File: config.mk
export PLATFORM = sky130hd
export DESIGN_NAME = lift_car_ctrl
export DESIGN_NICKNAME = d
export VERILOG_FILES = /design/src/rtl/lift_pkg.sv /design/src/rtl/lift_timer.sv /design/src/rtl/lift_car_ctrl.sv
export SDC_FILE = /design/constraint.sdc
export NUM_CORES = 1
export LEC_CHECK = 0
export CAP_MARGIN = 10
export CORE_ASPECT_RATIO = 0.8
export CORE_MARGIN = 4
export CORE_UTILIZATION = 56
export CTS_CLUSTER_SIZE = 12
export DETAILED_ROUTE_END_ITERATION = 10
export PLACE_DENSITY_LB_ADDON = 0.12
export SYNTH_ARGS = -nofsm -noshare
export SYNTH_HDL_FRONTEND = slang
export SYNTH_SLANG_ARGS = --single-unit
File: constraint.sdc
create_clock -name clk -period 7.92 [get_ports clk]
set_input_delay 1.584 -clock clk [delete_from_list [all_inputs] [get_ports clk]]
set_output_delay 1.584 -clock clk [all_outputs]
set_load 0.01 [all_outputs]
File: src/rtl/lift_pkg.sv
`default_nettype none
// ============================================================================
//  lift_pkg : shared types and bench-default timing for the lift car controller
//  Revision : 1.0
// ============================================================================
package lift_pkg;

   typedef enum logic [1:0] {
      IDLE      = 2'd0,
      MOVE_UP   = 2'd1,
      MOVE_DOWN = 2'd2,
      DOOR_OPEN = 2'd3
   } lift_state_t;

   typedef enum logic {
      DIR_UP   = 1'b0,
      DIR_DOWN = 1'b1
   } lift_dir_t;

   localparam int TB_TRAVEL_CYCLES = 4;
   localparam int TB_DOOR_CYCLES   = 6;

endpackage : lift_pkg
`default_nettype wire

File: src/rtl/lift_timer.sv
`default_nettype none
// ============================================================================
//  lift_timer : terminal-count counter, done pulses on the last enabled cycle
//  Revision   : 1.0
// ============================================================================
module lift_timer #(
   parameter int CYCLES = 16
) (
   input  logic clk,
   input  logic reset,
   input  logic clr,
   input  logic en,
   output logic done
);

   localparam int CNT_W = $clog2(CYCLES);

   logic [CNT_W-1:0] count_q;
   logic [CNT_W-1:0] count_d;
   logic             at_term;

   assign at_term = (count_q == CNT_W'(CYCLES - 1));
   // A clear in the terminal cycle suppresses done so a restart always wins.
   assign done    = en && !clr && at_term;

   always_comb begin
      count_d = count_q;
      if (clr) begin
         count_d = '0;
      end else if (en) begin
         count_d = at_term ? '0 : count_q + 1'b1;
      end
   end

   always_ff @(posedge clk or posedge reset) begin
      if (reset) begin
         count_q <= '0;
      end else begin
         count_q <= count_d;
      end
   end

endmodule : lift_timer
`default_nettype wire

File: src/rtl/lift_car_ctrl.sv
`default_nettype none
// ============================================================================
//  lift_car_ctrl : SCAN-ordered lift car controller behind a valid/ready port.
//  Option LIFT_DOOR_REOPEN_EN : a same-floor request holds the open door.
//  Revision      : 1.0
// ============================================================================
module lift_car_ctrl
   import lift_pkg::*;
#(
   parameter int NUM_FLOORS    = 8,
   parameter int FLOOR_W       = $clog2(NUM_FLOORS),
   parameter int TRAVEL_CYCLES = 16,
   parameter int DOOR_CYCLES   = 32
) (
   input  logic                  clk,
   input  logic                  reset,
   input  logic                  req_valid,
   input  logic [FLOOR_W-1:0]    req_floor,
   output logic                  req_ready,
   output logic                  req_err,
   output logic [FLOOR_W-1:0]    cur_floor,
   output logic                  moving_up,
   output logic                  moving_down,
   output logic                  door_open,
   output logic                  arrived,
   output logic [NUM_FLOORS-1:0] pending
);

   lift_state_t           state_q, state_d;
   lift_dir_t             last_dir_q, last_dir_d;
   logic [FLOOR_W-1:0]    cur_floor_q, cur_floor_d, step_floor;
   logic [NUM_FLOORS-1:0] pending_q, pending_d, set_mask, clr_mask, pend_seen;
   logic                  arrived_q, arrived_d, req_err_q, req_err_d;
   logic                  req_bad, door_reopen, any_above, any_below;
   logic                  travel_en, travel_done, door_en, door_clr, door_done;

   if (NUM_FLOORS == (1 << FLOOR_W)) begin : g_full_range
      assign req_bad = 1'b0;
   end else begin : g_partial_range
      assign req_bad = (32'(req_floor) >= 32'(NUM_FLOORS));
   end

`ifdef LIFT_DOOR_REOPEN_EN
   assign door_reopen = req_valid && !req_bad && (state_q == DOOR_OPEN) &&
                        (req_floor == cur_floor_q);
`else
   assign door_reopen = 1'b0;
`endif

   assign set_mask   = (req_valid && !req_bad && !door_reopen) ?
                       (NUM_FLOORS'(1) << req_floor) : '0;
   // Arrival on a step edge must also see a request landing on that same edge.
   assign pend_seen  = pending_q | set_mask;
   assign step_floor = (state_q == MOVE_UP) ? cur_floor_q + 1'b1 : cur_floor_q - 1'b1;

   always_comb begin
      any_above = 1'b0;
      any_below = 1'b0;
      for (int i = 0; i < NUM_FLOORS; i++) begin
         if (pending_q[i] && (i > int'(cur_floor_q))) any_above = 1'b1;
         if (pending_q[i] && (i < int'(cur_floor_q))) any_below = 1'b1;
      end
   end

   assign travel_en = (state_q == MOVE_UP) || (state_q == MOVE_DOWN);
   assign door_en   = (state_q == DOOR_OPEN);
   assign door_clr  = !door_en || door_reopen;

   lift_timer #(.CYCLES(TRAVEL_CYCLES)) u_travel_timer (
      .clk   (clk),
      .reset (reset),
      .clr   (!travel_en),
      .en    (travel_en),
      .done  (travel_done)
   );

   lift_timer #(.CYCLES(DOOR_CYCLES)) u_door_timer (
      .clk   (clk),
      .reset (reset),
      .clr   (door_clr),
      .en    (door_en),
      .done  (door_done)
   );

   always_comb begin
      state_d     = state_q;
      last_dir_d  = last_dir_q;
      cur_floor_d = cur_floor_q;
      arrived_d   = 1'b0;
      req_err_d   = req_valid && req_bad;
      clr_mask    = '0;
      case (state_q)
         IDLE: begin
            if (pending_q[cur_floor_q]) begin
               state_d   = DOOR_OPEN;
               arrived_d = 1'b1;
               clr_mask  = NUM_FLOORS'(1) << cur_floor_q;
            end else if (any_above && ((last_dir_q == DIR_UP) || !any_below)) begin
               state_d = MOVE_UP;
            end else if (any_below) begin
               state_d = MOVE_DOWN;
            end
         end
         MOVE_UP, MOVE_DOWN: begin
            if (travel_done) begin
               cur_floor_d = step_floor;
               last_dir_d  = (state_q == MOVE_UP) ? DIR_UP : DIR_DOWN;
               if (pend_seen[step_floor]) begin
                  state_d   = DOOR_OPEN;
                  arrived_d = 1'b1;
                  clr_mask  = NUM_FLOORS'(1) << step_floor;
               end
            end
         end
         default: begin
            if (door_done) state_d = IDLE;
         end
      endcase
      // The clear wins over a same-cycle set: the car is serving that floor.
      pending_d = pend_seen & ~clr_mask;
   end

   always_ff @(posedge clk or posedge reset) begin
      if (reset) begin
         state_q     <= IDLE;
         last_dir_q  <= DIR_UP;
         cur_floor_q <= '0;
         pending_q   <= '0;
         arrived_q   <= 1'b0;
         req_err_q   <= 1'b0;
      end else begin
         state_q     <= state_d;
         last_dir_q  <= last_dir_d;
         cur_floor_q <= cur_floor_d;
         pending_q   <= pending_d;
         arrived_q   <= arrived_d;
         req_err_q   <= req_err_d;
      end
   end

   assign req_ready   = 1'b1;
   assign req_err     = req_err_q;
   assign cur_floor   = cur_floor_q;
   assign moving_up   = (state_q == MOVE_UP);
   assign moving_down = (state_q == MOVE_DOWN);
   assign door_open   = (state_q == DOOR_OPEN);
   assign arrived     = arrived_q;
   assign pending     = pending_q;

endmodule : lift_car_ctrl
`default_nettype wire

# Word level (Yosys, flattened, before mapping)
# Index checks and enable logic that the tools add are counted.
[totals] register_bits=24 latchBits=0 mem_bits_rw=0 mem_bits_ro=0 input_bits=6 output_inout_bits=17 wordCells=107 memories=0
[classes] add_sub_neg=4 multipliers=0 n_div=0 order_cmp=16 n_eq_ne=8 n_shift=3 mux=40 bitwise=4 reduce_logical=25
[op_table] op="$mux 8" n=4
[op_table] op="$shl 1x3->8 const A" n=3
[op_table] op="$mux 1" n=20
[op_table] op="$logic_and 1x1->1" n=17
[op_table] op="$pmux 8 s2" n=1
[op_table] op="$gt 3x3->1 const A" n=4
[op_table] op="$mux 2" n=6
[op_table] op="$mux 5" n=2
[op_table] op="$lt 3x3->1 const A" n=3
[op_table] op="$and 8x8->8" n=1
[op_table] op="$lt 3x4->1 const B" n=2
[op_table] op="$mux 4" n=2
[op_table] op="$not 8->8" n=1
[op_table] op="$or 8x8->8" n=1
[op_table] op="$bmux 1 s3" n=2
[op_table] op="$gt 2x3->1 const A" n=2
[op_table] op="$lt 1x3->1 const A" n=2
[op_table] op="$lt 2x3->1 const A" n=2
[op_table] op="$add 5x1->5 const B" n=1
[op_table] op="$eq 5x5->1 const B" n=1
[op_table] op="$add 4x1->4 const B" n=1
[op_table] op="$eq 2x2->1 const B" n=2
[op_table] op="$eq 4x4->1 const B" n=1
[op_table] op="$ne 2x2->1 const B" n=2
[op_table] op="16 further kinds" n=17

# Longest topological paths before layout
# Gate-level depths: netlist of the first run.
[logic_depth] ltp_word=15 depth_mapped=10 depth_no_buf=8

# By module
# Synthesis of the first run repeated with hierarchy kept, for this count alone.
[hier_totals] hier_cells=200 hier_area_um2=1816.7
[by_module_without_submodules] module="lift_car_ctrl" n_inst=1 cells_per_inst=149 area_per_inst_um2=1311.3 seq_area_each_um2=375.4
[by_module_without_submodules] module="lift_timer (u_door_timer)" n_inst=1 cells_per_inst=28 area_per_inst_um2=292.8 seq_area_each_um2=125.1
[by_module_without_submodules] module="lift_timer (u_travel_timer)" n_inst=1 cells_per_inst=23 area_per_inst_um2=212.7 seq_area_each_um2=100.1

# Worst setup path before layout of the first run
# No wires, ideal clock.
[synth_timing] kind="in2reg" start="input port req_valid" end="register state_q[1]" setup_time_ps=131 arrival_ps=2902 required_ps=7789 slack_ps=4887 path_stages=6 n_path_buf=0 path_cell_list="nor2b_1 -> a31o_2 -> mux4_2 -> a221oi_2 -> a31oi_2 -> mux2i_1"
[synth_between] elab_chain_cells=6
[synth_lines] item="start: declaration" line="lift_car_ctrl.sv:17" rtl="input logic req_valid,"
[synth_lines] item="$mux 8" line="lift_car_ctrl.sv:50" rtl="assign set_mask = (req_valid && !req_bad && !door_reopen) ?"
[synth_lines] item="$or 8x8->8" line="lift_car_ctrl.sv:53" rtl="assign pend_seen = pending_q | set_mask;"
[synth_lines] item="$bmux 1 s3" line="lift_car_ctrl.sv:108" rtl="if (pend_seen[step_floor]) begin"
[synth_lines] item="$mux 1 (not written as such)" line="lift_car_ctrl.sv:108"
[synth_lines] item="$ne 2x2->1 (no source line)"
[synth_lines] item="$reduce_and 4->1 (no source line)"
[synth_lines] item="end signal: assignment" line="lift_car_ctrl.sv:132" rtl="state_q <= state_d;"
[synth_lines] item="end: declaration" line="lift_car_ctrl.sv:29" rtl="lift_state_t state_q, state_d;"
# Every way passes these cells. The select of a mux whose other input is x is not followed.
# A chain may end at the register's enable or synchronous reset.

# Worst setup path after layout of the first run
# Ends and elaborated chain as after synthesis.

==> results of run 1 <==
[state kept, by name (all words and copies together), names as in the netlist]
signal	count
u_travel_timer.count_q	4
u_door_timer.count_q	5
last_dir_q	1
state_q	2
cur_floor	3
pending	8
arrived	1
[logic make-up after synthesis]
| kind of cell | count (synthesis) | share of synthesized area |
|---|---|---|
| adders and majority gates | 14 | 0.103 |
| muxes | 6 | 0.0436 |
| DFF | 24 | 0.355 |
| AOI/OAI and AO/OA | 54 | 0.231 |
| xor gates and xnor gates | 8 | 0.0414 |
| and+or+nand+nor | 52 | 0.167 |
| buffers and inverters | 19 | 0.0539 |
| other | 2 | 0.00444 |
[power by group through the flow]
stage                     sequential, mW  combinational, mW  clock [mW]
after floorplan                    0.154             0.0622           0
after global placement             0.156             0.0864           0
after detailed placement           0.158             0.0906           0
after CTS                          0.155             0.0911      0.0713
after global routing               0.157              0.102      0.0772
final                              0.155             0.0904      0.0692
[routing by layer]
metal,global-route usage,vias to the layer above
met3,0.0669,5
li1,-,682
met4,0.0390,0
met2,0.341,61
met5,0,-
met1,0.282,697
[layout by cell type (no fill, tap or decap), types with 5 or more instances in the layout]
cell | Yosys | final
and2_1 | 6 | 6
a221oi_1 | 6 | 6
ha_1 | 14 | 14
nand2_1 | 6 | 6
inv_1 | 11 | 11
o21ai_0 | 7 | 7
xnor2_1 | 5 | 5
a21oi_1 | 11 | 11
clkdlybuf4s50_1 | 0 | 20
nor2_1 | 16 | 16
dfrtp_1 | 24 | 24
[worst paths after layout]
check	end	startpoint	cells past startpoint
worst max-delay path	state_q[1]	req_valid	7
worst min-delay path	u_door_timer.count_q[0]	u_door_timer.count_q[0]	1
worst max register to register	state_q[1]	cur_floor[0]	7
worst min register to register	u_door_timer.count_q[0]	u_door_timer.count_q[0]	1
max in group asynchronous	state_q[0]	reset	2
min in group asynchronous	last_dir_q	reset	2
[metrics by stage]
stage	area, sq um	setup slack [ns]	hold slack [ns]
final	1930	4.47	0.467
after global routing	1930	4.37	0.496
after CTS	1930	4.50	0.472
after detailed placement	1890	4.21	0.462
after global placement	1890	4.28	0.446
after floorplan	1690	4.89	0.432
[layout make-up]
type | count | area [sq um]
flip-flops and latches | 24 | 601
fillers | 228 | 897
multi-input cells | 136 | 1000
repair buffers | 20 | 200
inverters | 11 | 41.3
clock buffers | 3 | 41.3
well taps | 38 | 47.5
[critical path, stage by stage]
cell,delay (ns)
clkdlybuf4s50_1,0.50
nor2b_1,0.24
a31o_2,0.27
mux4_2,0.48
a221oi_2,0.27
a31oi_2,0.09
mux2i_1,0.15
==> impl_metrics.ini, run 1 <==
[timing]
finClkSkew_ns = 0.00653
hold_viol = 0
max_freq_mhz = 289
fin_crit_sh = 0.436
setup_violations = 0
period_needed_ns = 3.45
final_max_slew_viol_count = 0
relSlewSlack = 0.400
worst_pin_slew_ns = 0.899
rsz0062_at_grt = no
finalSetupTns_ns = 0

[setup_path]
start_kind = primary input
endpoint_kind = flip-flop
cp_max_fo = 6
arrival_ns = 3.59
cp.required_ns = 8.06
path_class = primary input to flip-flop
regToRegSetupSlack_ns = 4.68

[logic_synthesis]
ys_types = 51
syn_inst = 179
avgSynthCellArea_sq_um = 9.46
async_flop_share = 1.00
netlist_top_cells_count = 24 x dfrtp_1, 16 x nor2_1, 14 x ha_1
synth.most_common_cell = dfrtp_1
synth_top_cell_area_share = 0.355
synth_edf_count = 0
synth_nets = 199
synth-seq-cells = 24
synth_flop_cell = dfrtp_1
synth_area_leaders = dfrtp_1 35%, ha_1 10%, nor2_1 3.5%
yosysTopAreaCell = dfrtp_1
synth.cell_area_sq_mm = 0.00169
ys_seq_area_frac = 0.355
ys_warn_count = 0

[die]
fp.dieH_microns = 57.2
dieArea_sq_mm = 0.00397
ios = 23
rows = 17
chipWidth_microns = 69.5
start_util = 0.598
coreArea_sq_mm = 0.00283

[clock_tree]
max-clock-path-buffers = 2
cts_resized = 0
cts_buffers = 3
cts_num_sinks = 24
clk_pin_slew_ns = 0.07
cts_tree = built
cts-root-buf = clkbuf_8
post_cts_buffers = 0
hold_buffers = 0
cts_max_level = 1
clk_latency_ns = 0.26

[final_layout]
area_delta_synth_final_pct = 14.1
drive_above_1_share = 0.0515
stdcell_count = 232
antennaDiodeCount = 0
final_util = 0.683
final_nets = 216

[routing]
route.met3.wl_microns = 372
drt_pre_antenna_iters = 4
top_layer = met4
vias = 1445
ant_nets = 0
wl_microns = 4110
via_per_inst = 6.23
drt-met1-wl_microns = 1790
drc = 0
drt_iter0_drc = 126
wl_per_cell_microns = 17.7
met2WireLength_microns = 1910

[outcome]
outcome = finished, final reports clean

[power_and_ir_drop]
p_int_uw = 214
p_total_uw = 315
leakage_nw = 0.777
ir_drop_mv = 0.140
switching_share = 0.321
netSwitchingPower_uw = 101
power_frac_comb = 0.287
clkPwrFrac = 0.220
power_frac_seq = 0.493
pwr_density_cell_mw_per_mm2 = 163

[place]
gp_routability_congestion = 0.984
place_hpwl_microns = 3120
portBuffers = 20
place_inst = 229

[flow_run]
max-cap-violations = 0

[global_route]
grt_pass1_wl_microns = 6790
antenna_found_initial = 0
grtUsageTotal = 0.211
grt_max_degree = 25
grt_pass1_vias = 1405
grt-ovfl-total = 0

[worst_hold_path]
hold_class = flip-flop to flip-flop
Power figures use the tool's default switching activity.
==> run 2, diff against run 1 <==
CORE_UTILIZATION = 49   (was 56)
clock period = 2.9 ns   (was 7.92 ns; I/O delays follow)
==> run 2 against run 1 <==
Clock power grew to 2.9 times the previous value. Highest routed layer unchanged. Non-clock buffer count grew 4. Utilization shrank 6.9 points. Sequential cell count is the same. Die area grew 12%. Combinational power grew to 2.8 times the previous value. Critical path depth grew 1. Count of clock-buffer cells in the layout is the same. Largest power group unchanged.
==> impl_metrics.ini, run 2 (same netlist as run 1, synthesis figures left out) <==
[outcome]
outcome = finished, final reports clean

[final_layout]
fillers = 279
multi_input_area_sq_mm = 0.00100
area_delta_synth_final_pct = 16.0
stdcell_count = 238
antennaDiodeCount = 0
drive_above_1_share = 0.0707
final_cell_mix = 24 x dfrtp_1, 20 x clkdlybuf4s50_1, 16 x nor2_1, 14 x ha_1
largest_reg_flops = 8
layout_commonest_cell = dfrtp_1
final_nets = 220
regArea_sq_um = 601

[timing]
timing.final.ws_setup_ns = 0.422
whs_ns = 0.487
period_needed_ns = 2.48
rsz0062_at_grt = no
max_freq_mhz = 404
setup_violations = 0
finalSetupTns_ns = 0
finClkSkew_ns = 0.00776
final_max_slew_viol_count = 0
hold_viol = 0
fin_crit_sh = 0.855
relSlewSlack = 0.375
worst_pin_slew_ns = 0.937

[routing]
drt_pre_antenna_iters = 4
drt_iter0_drc = 111
vias = 1464
ant_nets = 0
drc = 0
wl_per_cell_microns = 18.0
wl_microns = 4300
via_per_inst = 6.15

[die]
coreArea_sq_mm = 0.00320
dieArea_sq_mm = 0.00446
fp.dieH_microns = 60.6
rows = 18
chipWidth_microns = 73.7
start_util = 0.529
ios = 23

[place]
place_hpwl_microns = 3280
portBuffers = 20
gp_routability_congestion = 0.936
pre_cts_ws_ns = 0.185
place_inst = 235

[power_and_ir_drop]
pwr_density_cell_mw_per_mm2 = 448
ir_drop_mv = 0.349
leakage_nw = 0.799

[global_route]
grtUsageTotal = 0.217
grt_pass1_wl_microns = 7310
grt_pass1_vias = 1421
grt-ovfl-total = 0
antenna_found_initial = 0
grt_max_degree = 25

[clock_tree]
post_cts_buffers = 0
cts_resized = 0
clk_latency_ns = 0.27
cts_buffers = 3
cts_num_sinks = 24
clk_pin_slew_ns = 0.09
hold_buffers = 0
cts_max_level = 1
cts_tree = built
max-clock-path-buffers = 2
cts-root-buf = clkbuf_8

[flow_run]
max-cap-violations = 0

[setup_path]
endpoint_kind = flip-flop
start_kind = flip-flop
arrival_ns = 2.67
cp_max_fo = 5
cp.required_ns = 3.09
path_class = flip-flop to flip-flop

[worst_hold_path]
hold_class = flip-flop to flip-flop
-- run 2: cell count changes in the layout (fill, tap and decap cells not counted), sizes merged --
cell	change
buf	+4
-- run 2: path summary, 6_finish.rpt --
kind | slack (ns) | from | to | cells after the start
max | 0.42 | cur_floor[0] | state_q[0] | 8
max in group asynchronous | 1.51 | reset | pending[2] | 2
max reg2reg | 0.42 | cur_floor[0] | state_q[0] | 8
min reg2reg | 0.49 | u_door_timer.count_q[0] | u_door_timer.count_q[0] | 1
min in group asynchronous | 0.82 | reset | u_travel_timer.count_q[2] | 2
min | 0.49 | u_door_timer.count_q[0] | u_door_timer.count_q[0] | 1
-- run 2: final cells by class --
class                   instances  area share
multi-input cells             136       0.510
flip-flops and latches         24       0.306
repair buffers                 24       0.117
well taps                      40      0.0255
clock buffers                   3      0.0210
inverters                      11      0.0210
-- run 2: power by group --
group	switching, mW	internal (mW)
sequential	0.0447	0.380
combinational	0.138	0.114
clock	0.111	0.0931
total	0.293	0.588
-- run 2: metrics by stage --
step / utilization / total power [mW] / instance area [sq um]
floorplan: - / 0.591 / 1690
global placement: 0.601 / 0.673 / 1920
detailed placement: 0.601 / 0.684 / 1920
CTS: 0.614 / 0.887 / 1960
global route: 0.614 / 0.936 / 1960
finish: 0.614 / 0.881 / 1960
-- run 2: worst max-delay path, stage by stage, from the launching register on --
cell	delay [ns]
dfrtp_1	0.39
inv_1	0.18
ha_1	0.31
xnor2_1	0.50
a21oi_1	0.14
a31oi_1	0.30
a221oi_2	0.12
a31oi_2	0.22
mux2i_1	0.23
-- run 2: layer usage --
metal / vias up / global-route usage / part of all wire
met2: 66 / 0.309 / 0.43
li1: 688 / - / -
met5: - / 0 / 0
met1: 702 / 0.342 / 0.47
met4: 0 / 0.0517 / 0.013
met3: 8 / 0.0348 / 0.087
==> run 3, diff against run 2 <==
PLACE_DENSITY = 0.75   (was not set)
PLACE_DENSITY_LB_ADDON = not set   (was 0.12)
==> run 3 against run 2 <==
Total power decreased by 1.3%. Global-route usage decreased by 1.5 points. First-iteration DRC count increased by 27%. Utilization unchanged. Combinational power about the same. Via count decreased by 0.14%. Hold slack got worse by 0.0080 ns. Critical path depth decreased by 1. Design area unchanged. Non-clock buffer count unchanged. Count of clock-buffer cells in the layout unchanged. Wire length decreased by 5.1%. Critical path type is now primary input to flip-flop.
==> impl_metrics.ini, run 3 (same netlist as run 1, synthesis figures left out) <==
[setup_path]
crit_family = multiplexers
path_cells = clkdlybuf4s50_1 -> nor2b_2 -> a31o_1 -> mux4_2 -> a221oi_2 -> a31oi_2 -> mux2i_1
critPathBufInv = 1
endpoint_kind = flip-flop
arrival_ns = 2.55
cp.required_ns = 3.04
crit_slowest_cell = clkdlybuf4s50_1
cp_slowest_stage_delay_ns = 0.52
path_class = primary input to flip-flop
cp_max_fo = 9
start_kind = primary input

[clock_tree]
cts_tree = built
cts-root-buf = clkbuf_8
cts_resized = 0
cts_buffers = 3
max-clock-path-buffers = 2
clk_latency_ns = 0.27
cts_num_sinks = 24
cts_max_level = 1
hold_buffers = 0
clk_pin_slew_ns = 0.07
post_cts_buffers = 0

[power_and_ir_drop]
p_total_uw = 870
clkPwrFrac = 0.225
power_frac_comb = 0.287
pwr_density_cell_mw_per_mm2 = 443
netSwitchingPower_uw = 282
ir_drop_mv = 0.308
p_int_uw = 588
leakage_nw = 0.799
switching_share = 0.324
power_frac_seq = 0.488

[final_layout]
largest_reg_flops = 8
final_nets = 220
final_cell_mix = 24 x dfrtp_1, 20 x clkdlybuf4s50_1, 16 x nor2_1, 14 x ha_1
drive_above_1_share = 0.0707
antennaDiodeCount = 0
layout_commonest_cell = dfrtp_1
area_delta_synth_final_pct = 16.0

[routing]
wl_per_cell_microns = 17.1
vias = 1462
drc = 0
drt_pre_antenna_iters = 4
via_per_inst = 6.14
ant_nets = 0
drt_iter0_drc = 141
wl_microns = 4080

[timing]
fin_crit_sh = 0.830
finClkSkew_ns = 0.00914
max_freq_mhz = 416
setup_violations = 0
finalSetupTns_ns = 0
relSlewSlack = 0.376
final_max_slew_viol_count = 0
whs_ns = 0.479
worst_pin_slew_ns = 0.935
hold_viol = 0
period_needed_ns = 2.41
rsz0062_at_grt = no

[die]
ios = 23
fp.dieH_microns = 60.6
chipWidth_microns = 73.7
coreArea_sq_mm = 0.00320
rows = 18
dieArea_sq_mm = 0.00446
start_util = 0.529

[global_route]
grt-ovfl-total = 0
grt_max_degree = 25
grt_pass1_wl_microns = 6960
grt_pass1_vias = 1435
antenna_found_initial = 0
grtUsageTotal = 0.202

[place]
gp_routability_congestion = 0.928
place_hpwl_microns = 3110
portBuffers = 20

[flow_run]
max-cap-violations = 0

[worst_hold_path]
hold_class = flip-flop to flip-flop

[outcome]
outcome = finished, final reports clean
## run 3: final timing paths
check                                                  to  cells past startpoint  slack [ns]               startpoint
worst max-delay path                           state_q[1]                      7        0.49             req_floor[2]
worst min-delay path              u_door_timer.count_q[0]                      1        0.48  u_door_timer.count_q[0]
worst max register to register                 state_q[1]                      7        0.50               state_q[1]
worst min register to register    u_door_timer.count_q[0]                      1        0.48  u_door_timer.count_q[0]
max in group asynchronous       u_travel_timer.count_q[1]                      2        1.51                    reset
min in group asynchronous       u_travel_timer.count_q[0]                      2        0.81                    reset
## run 3: power by group through the flow
stage          combinational, mW  sequential (mW)  clock (mW)
5_1_grt                    0.280            0.432       0.217
3_3_place_gp               0.241            0.426           0
3_5_place_dp               0.248            0.430           0
4_1_cts                    0.251            0.423       0.199
2_1_floorplan              0.170            0.421           0
6_report                   0.250            0.424       0.196
## run 3: cell type report
cell class | instances | area [sq um]
Sequential cell | 24 | 601
Tap cell | 40 | 50.0
Timing Repair Buffer | 24 | 230
Clock buffer | 3 | 41.3
Fill cell | 266 | 1230
Multi-Input combinational cell | 136 | 1000
Inverter | 11 | 41.3
## run 3: through the flow
stage / instance area (sq um) / utilization / cells / setup slack [ns]
3_3_place_gp: 1920 / 0.601 / 235 / 0.278
3_5_place_dp: 1920 / 0.601 / 235 / 0.217
4_1_cts: 1960 / 0.614 / 238 / 0.497
5_1_grt: 1960 / 0.614 / 238 / 0.289
6_report: 1960 / 0.614 / 238 / 0.493
2_1_floorplan: 1690 / - / 179 / 0.143
## run 3: per-layer routing
metal	wire, microns	vias to the layer above	global-route usage
met5	0	-	0
met4	46	0	0.0543
met3	406	6	0.0430
met2	1890	70	0.327
met1	1730	698	0.278
li1	-	688	-
